File: src/rtl/std_div_pkg.sv
//------------------------------------------------------------------------------
// Module  : std_div_pkg
// Brief   : Shared types and sizing helpers for the iterative divider.
// Revision: 1.0
//------------------------------------------------------------------------------
`default_nettype none

package std_div_pkg;

    localparam int DIV_WIDTH_DEFAULT = 4;

    typedef enum logic [1:0] {
        IDLE = 2'd0,
        BUSY = 2'd1,
        DONE = 2'd2
    } div_state_t;

    // One extra bit so the counter can hold WIDTH itself for any WIDTH.
    function automatic int div_cnt_width(input int width);
        return $clog2(width) + 1;
    endfunction

endpackage

`default_nettype wire

File: src/rtl/std_div_pipe_4_div_step.sv
//------------------------------------------------------------------------------
// Module  : div_step
// Brief   : One combinational restoring-division iteration.
// Revision: 1.0
//------------------------------------------------------------------------------
`default_nettype none

module div_step
    import std_div_pkg::*;
#(
    parameter int WIDTH = DIV_WIDTH_DEFAULT
) (
    input  logic [WIDTH:0]   rem_in,
    input  logic             dividend_msb,
    input  logic [WIDTH-1:0] divisor,
    output logic [WIDTH:0]   rem_out,
    output logic             quot_bit
);

    logic [WIDTH:0] w_shifted;
    logic [WIDTH:0] w_diff;

    // The partial remainder is always below the divisor, so the shifted
    // value fits in WIDTH+1 bits and the top bit shifted out is zero.
    always_comb begin
        w_shifted = (rem_in << 1) | {{WIDTH{1'b0}}, dividend_msb};
        w_diff    = w_shifted - {1'b0, divisor};
        quot_bit  = (w_shifted >= {1'b0, divisor});
        rem_out   = quot_bit ? w_diff : w_shifted;
    end

endmodule

`default_nettype wire

File: src/rtl/std_div_pipe_4.sv
//------------------------------------------------------------------------------
// Module  : std_div_pipe_4
// Brief   : Iterative unsigned restoring divider, go/done handshake.
// Revision: 1.0
//------------------------------------------------------------------------------
`default_nettype none

module std_div_pipe_4
    import std_div_pkg::*;
#(
    parameter int WIDTH = DIV_WIDTH_DEFAULT
) (
    input  logic             clk,
    input  logic             reset,
    input  logic             go,
    input  logic [WIDTH-1:0] left,
    input  logic [WIDTH-1:0] right,
    output logic [WIDTH-1:0] out_quotient,
    output logic [WIDTH-1:0] out_remainder,
    output logic             done
);

    localparam int CNT_W = div_cnt_width(WIDTH);
    localparam logic [CNT_W-1:0] C_LAST_ITER = CNT_W'(WIDTH - 1);

    div_state_t       r_state;
    div_state_t       w_state_next;
    logic             w_capture;
    logic             w_iterate;
    logic             w_finish;

    logic [WIDTH-1:0] r_dividend;
    logic [WIDTH-1:0] r_divisor;
    logic [WIDTH:0]   r_rem;
    logic [WIDTH-1:0] r_quot;
    logic [CNT_W-1:0] r_cnt;
    logic             r_done;
    logic [WIDTH-1:0] r_out_quot;
    logic [WIDTH-1:0] r_out_rem;

    logic [WIDTH:0]   w_rem_next;
    logic             w_qbit;
    logic [WIDTH-1:0] w_quot_next;

    div_step #(
        .WIDTH (WIDTH)
    ) u_step (
        .rem_in       (r_rem),
        .dividend_msb (r_dividend[WIDTH-1]),
        .divisor      (r_divisor),
        .rem_out      (w_rem_next),
        .quot_bit     (w_qbit)
    );

    assign w_quot_next = (r_quot << 1) | {{(WIDTH-1){1'b0}}, w_qbit};

    always_ff @(posedge clk) begin
        if (reset) begin
            r_state <= IDLE;
        end else begin
            r_state <= w_state_next;
        end
    end

    always_comb begin
        w_state_next = r_state;
        w_capture    = 1'b0;
        w_iterate    = 1'b0;
        w_finish     = 1'b0;
        case (r_state)
            IDLE: begin
                if (go) begin
                    w_capture    = 1'b1;
                    w_state_next = BUSY;
                end
            end
            BUSY: begin
                w_iterate = 1'b1;
                if (r_cnt == C_LAST_ITER) begin
                    w_finish     = 1'b1;
                    w_state_next = DONE;
                end
            end
            // go is deliberately not looked at here, so a held request
            // cannot restart the divider during the completion cycle.
            DONE: begin
                w_state_next = IDLE;
            end
            default: begin
                w_state_next = IDLE;
            end
        endcase
    end

    always_ff @(posedge clk) begin
        if (reset) begin
            r_dividend <= '0;
            r_divisor  <= '0;
            r_rem      <= '0;
            r_quot     <= '0;
            r_cnt      <= '0;
            r_done     <= 1'b0;
            r_out_quot <= '0;
            r_out_rem  <= '0;
        end else begin
            r_done <= w_finish;
            if (w_capture) begin
                r_dividend <= left;
                r_divisor  <= right;
                r_rem      <= '0;
                r_quot     <= '0;
                r_cnt      <= '0;
            end else if (w_iterate) begin
                r_dividend <= r_dividend << 1;
                r_rem      <= w_rem_next;
                r_quot     <= w_quot_next;
                r_cnt      <= r_cnt + 1'b1;
            end
            if (w_finish) begin
                r_out_quot <= w_quot_next;
                r_out_rem  <= w_rem_next[WIDTH-1:0];
            end
        end
    end

    assign out_quotient  = r_out_quot;
    assign out_remainder = r_out_rem;
    assign done          = r_done;

endmodule

`default_nettype wire

File: config.mk
export PLATFORM = sky130hd
export DESIGN_NAME = std_div_pipe_4
export DESIGN_NICKNAME = d
export VERILOG_FILES = /design/src/rtl/std_div_pkg.sv /design/src/rtl/std_div_pipe_4_div_step.sv /design/src/rtl/std_div_pipe_4.sv
export SDC_FILE = /design/constraint.sdc
export NUM_CORES = 1
export LEC_CHECK = 0
export BUFFER_PORTS_ARGS = -buffer_cell sky130_fd_sc_hd__buf_2
export CAP_MARGIN = 0
export CORE_ASPECT_RATIO = 0.9
export CORE_MARGIN = 3
export CORE_UTILIZATION = 28
export DETAILED_ROUTE_END_ITERATION = 6
export PLACE_DENSITY = 0.42
export SYNTH_ARGS = -nofsm -noshare
export SYNTH_HDL_FRONTEND = slang
export SYNTH_SLANG_ARGS = --single-unit
File: constraint.sdc
create_clock -name clk -period 2.6 [get_ports clk]
set_input_delay 0.13 -clock clk [delete_from_list [all_inputs] [get_ports clk]]
set_output_delay 0.13 -clock clk [all_outputs]
set_load 0.01 [all_outputs]
# After elaboration in Yosys (flattened, before gate mapping)
# Index checks and enable logic that the tools add are counted.
# op_classes
bitwise	2
n_lt_le_gt_ge	1
n_mux	11
n_addsub	2
reduce_logical	4
n_eq_ne	4
# op_table
op	n
2-to-1 mux 4 bit	3
>= comparator 5 x 4 -> 1 bit	1
2-to-1 mux 1 bit	5
OR 5 x 1 -> 5 bit	1
2-to-1 mux 2 bit	2
!= test 2 bit, second input constant	2
OR 4 x 1 -> 4 bit	1
one-hot mux 2 bit (2 select lines)	1
subtractor 4 bit	1
adder 3 x 1 -> 3 bit, second input constant	1
== test 3 x 2 -> 1 bit, second input constant	1
== test 2 x 1 -> 1 bit, second input constant	1
logical NOT 2 bit	1
AND reduction 2 bit	1
nonzero test 2 bit	1
OR reduction 2 bit	1
# totals
word_cells	33
output_inout_bits	9
reg_bits	29

# Depth between registers and ports, before layout
# depth
ltp_word	4
ltp_mapped	7
ltp_nobuf	7

# By module
# From an unflattened synthesis, not the netlist that was laid out.
# hier_totals
hier_cells	166
hier_area_um2	1407.6
# modules_own_cells
module	n_inst	seq_area_each_um2	area_per_inst_um2	cells_per_inst
std_div_pipe_4	1	600.6	1159.9	131
div_step	1	0.0	247.7	35

# Worst setup path after synthesis
# Ideal clock, no wire load.
# synth_path
kind	reg-to-reg
start	reg r_divisor[2]
end	reg r_rem[0]
setup_time_ns	0.074
setup_slack_ns	0.971
period_less_slack_ns	1.629
t_arrival_ns	1.555
stages_incl_launch_ff	8
cell_sequence	dfxtp_1 inv_1 ha_1 or2_1 a21boi_2 a31oi_4 mux2_4 o22ai_2
# synth_via
elab_chain_cells	2
# synth_rtl
element	line	text
from (decl)	std_div_pipe_4.sv:33	logic [WIDTH-1:0] r_divisor;
from (signal assigned)	std_div_pipe_4.sv:109	r_divisor <= right;
>= comparator 5 x 4 -> 1 bit	std_div_pipe_4_div_step.sv:28	quot_bit = (w_shifted >= {1'b0, divisor});
2-to-1 mux 4 bit	std_div_pipe_4_div_step.sv:29	rem_out = quot_bit ? w_diff : w_shifted;
to (signal assigned)	std_div_pipe_4.sv:115	r_rem <= w_rem_next;
to (decl)	std_div_pipe_4.sv:34	logic [WIDTH:0] r_rem;
# Every way passes these cells.
# A chain may end at the register's enable or synchronous reset.

# Final worst setup path
# layout_path
start	reg r_divisor[1]
end	reg r_rem[2]
# layout_via
elab_chain_cells	2
elab_cells_between_ends	3
# layout_rtl
element	line
subtractor 4 bit / >= comparator 5 x 4 -> 1 bit (equally long branches)	std_div_pipe_4_div_step.sv:27, std_div_pipe_4_div_step.sv:28
2-to-1 mux 4 bit (*)	std_div_pipe_4_div_step.sv:29
# Mark *: on every way between the ends. The rest lies on a longest branch, timed or not.

==> run summary <==
CTS tree - yes
Clock buffer count from CTS - 5
WHS - 82.3 ps
Avg Cell Area, Syn - 9.03 µm²
Post-synth top area share - 42.0%
Final #Nets - 191
Worst IR Drop VDD - 397 µV
Status - completed
Critical path endpoint category - flip-flop
N_diodes - 0
Post-DP Area - 1510 µm²
Fraction of layout cells with a size suffix above 1 - 26.4%
Final setup violation count - 0
TritonRoute pass-1 iters - 4
Worst Path Required - 2750 ps
Clk pin slew, worst setup/hold paths - 70 ps
Worst path max stage delay - 360 ps
Max_cap viols - 0
Setup TNS - 0 ps
Die height - 72.6 µm
Async SR Flop Fraction - 0%
Most common cell in the netlist - dfxtp_1
Worst rel slew slack - 68.1%
Post-Syn Nets - 171
Crit path time final - 1740 ps
Clock Latency Late Sink - 280 ps
GRT Total Usage - 11.1%
Synth top area cells - dfxtp_1 (42%), nor2_1 (6.8%), ha_1 (5.4%)
Fmax - 574 MHz
RePlAce Congestion - 0.834
Worst slack, placed - 851 ps
Synth area leader - dfxtp_1
Htree depth - 2
CTS root buf - clkbuf_8
Post-synth EDFFs - 0
Row cnt - 23
Commonest cells in the netlist - dfxtp_1 (29), nor2_1 (25), nand2_1 (20), a21oi_1 (13), inv_1 (9)
Post-DRT Antenna Nets - 0
Starting Density - 30.0%
Top_reg_cell synth - dfxtp_1
CTS Hold Bufs - 0
First-pass GRT wire length - 4930 µm
Setup bufs post-CTS - 0
Leakage - 0.673 nW
# DRC - 0
Routed WL - 2790 µm
Routed vias/inst - 4.39
Hold Path Class - in -> reg
Layout area overhead - 19.2%
Power Density - 734 nW/µm²
Remaining global-route overflow - 0
Mapped Cells - 153
Final Cell Area - 1650 µm²
Drt initial violations - 27
Worst-Margin Slew - 478 ps
Final Non-Filler Cells - 236
Die area - 5810 µm²
Post-DP HPWL - 2070 µm
Initial antenna violation count - 0
Final Skew - 4.64 ps
Slew Viols, Final - 0
Yosys warning count - 0
I/O Pins - 20
Crit Path Class - reg -> reg
Width of the die - 80.0 µm
Synth unique cells - 38
CTS sink count - 29
Worst-path cell chain - inv_1 > ha_1 > o21ai_0 > a31oi_4 > mux2i_1 > a211oi_2
Hold Fails Final Rpt - 0
Crit Path Max Fanout - 6
Maximum clock insertion buffer count - 2
Crit path DAT - 1890 ps
Register area share after synthesis - 42.0%
Largest net degree at the start of global routing - 21
Placed cells - 228
Port Buffers - 19
Yosys reg bits - 29
Core area - 4600 µm²
Worst Path Buf+Inv - 1
Mapped cell area - 1380 µm²
Setup ws final - 859 ps
RSZ-0062 raised after global routing - false
Resized Gates After CTS - 0
Startpoint types - flip-flop
Period utilization - 67.0%
Family with the most delay on the worst path - compound AO/OA/AOI/OAI gates
Vias post-DR - 1,035
Vias in the first global route - 1,046
Average routed wire per standard cell - 11.8 µm
CP max stage cell - dfxtp_1
-- worst paths after layout --
path                         from         endpoint  slack [ps]  cells past startpoint
setup / recovery     r_divisor[1]         r_rem[2]         860                      6
hold reg to reg   out_quotient[2]  out_quotient[2]         450                      2
hold / removal           right[3]     r_divisor[3]          80                      3
setup reg to reg     r_divisor[1]         r_rem[2]         860                      6
-- stage by stage --
stage / total power (W) / utilization [%]
after global placement: 0.000662 / 32.9
after global routing: 0.00127 / 35.8
after detailed placement: 0.000664 / 32.9
final: 0.00121 / 35.8
after floorplan: 0.000628 / -
after CTS: 0.00123 / 35.8
-- sequential cells by signal (all words and copies together), names as in the netlist --
register       cells
out_quotient       4
out_remainder      4
r_dividend         4
r_divisor          4
r_rem              4
r_cnt              3
r_quot             3
r_state            2
done               1
-- per-layer routing --
metal | vias to the layer above | track usage (%) | share of wire [%]
met5 | - | 0 | 0
li1 | 550 | - | -
met4 | 0 | 3.94 | 0.86
met3 | 4 | 3.95 | 4.3
met2 | 18 | 16.2 | 42
met1 | 463 | 15.0 | 52
-- worst reg2reg max path, stage by stage, from the launching register on --
cell	delay (ps)
dfxtp_1	360
inv_1	70
ha_1	290
o21ai_0	130
a31oi_4	310
mux2i_1	350
a211oi_2	110
-- area by class of cell --
| type | count | area (µm²) |
|---|---|---|
| Fill cell | 485 | 2960 |
| Multi-Input combinational cell | 108 | 722 |
| Timing Repair Buffer | 19 | 95.1 |
| Inverter | 10 | 37.5 |
| Clock inverter | 3 | 65.1 |
| Tap cell | 62 | 77.6 |
| Clock buffer | 5 | 68.8 |
| Sequential cell | 29 | 581 |
-- power by group --
part	total (W)	leakage (nW)	switching, W	internal (W)
Combinational	0.000176	0.369	0.0000992	0.0000765
Clock	0.000557	0.0681	0.000177	0.000381
Sequential	0.000475	0.236	0.0000124	0.000463
-- layout by cell type, fill, tap and decap left out, drive strengths merged, types with 3 or more instances in the layout --
| cell type | instances |
|---|---|
| dfxtp | 29 |
| nor2 | 28 |
| nand2 | 20 |
| buf | 19 |
| a21oi | 13 |
| inv | 10 |
| o21ai | 7 |
| ha | 6 |
| clkbuf | 5 |
| o22ai | 4 |
| nor3 | 4 |
| a211oi | 3 |
| nand3b | 3 |
| nand2b | 3 |
-- cells by family (layout without fill, tap and decap cells) --
logic type / after synthesis / count (layout) / synth area share [%]
mux: 4 / 4 / 3.62
compound gates: 32 / 32 / 17.4
flops: 29 / 29 / 42.0
xor+xnor: 2 / 2 / 1.27
buf+inv: 16 / 37 / 5.71
fa+ha+maj: 7 / 7 / 6.88
simple gates: 63 / 63 / 23.1
Note: power is estimated with default switching activity, not from simulation.
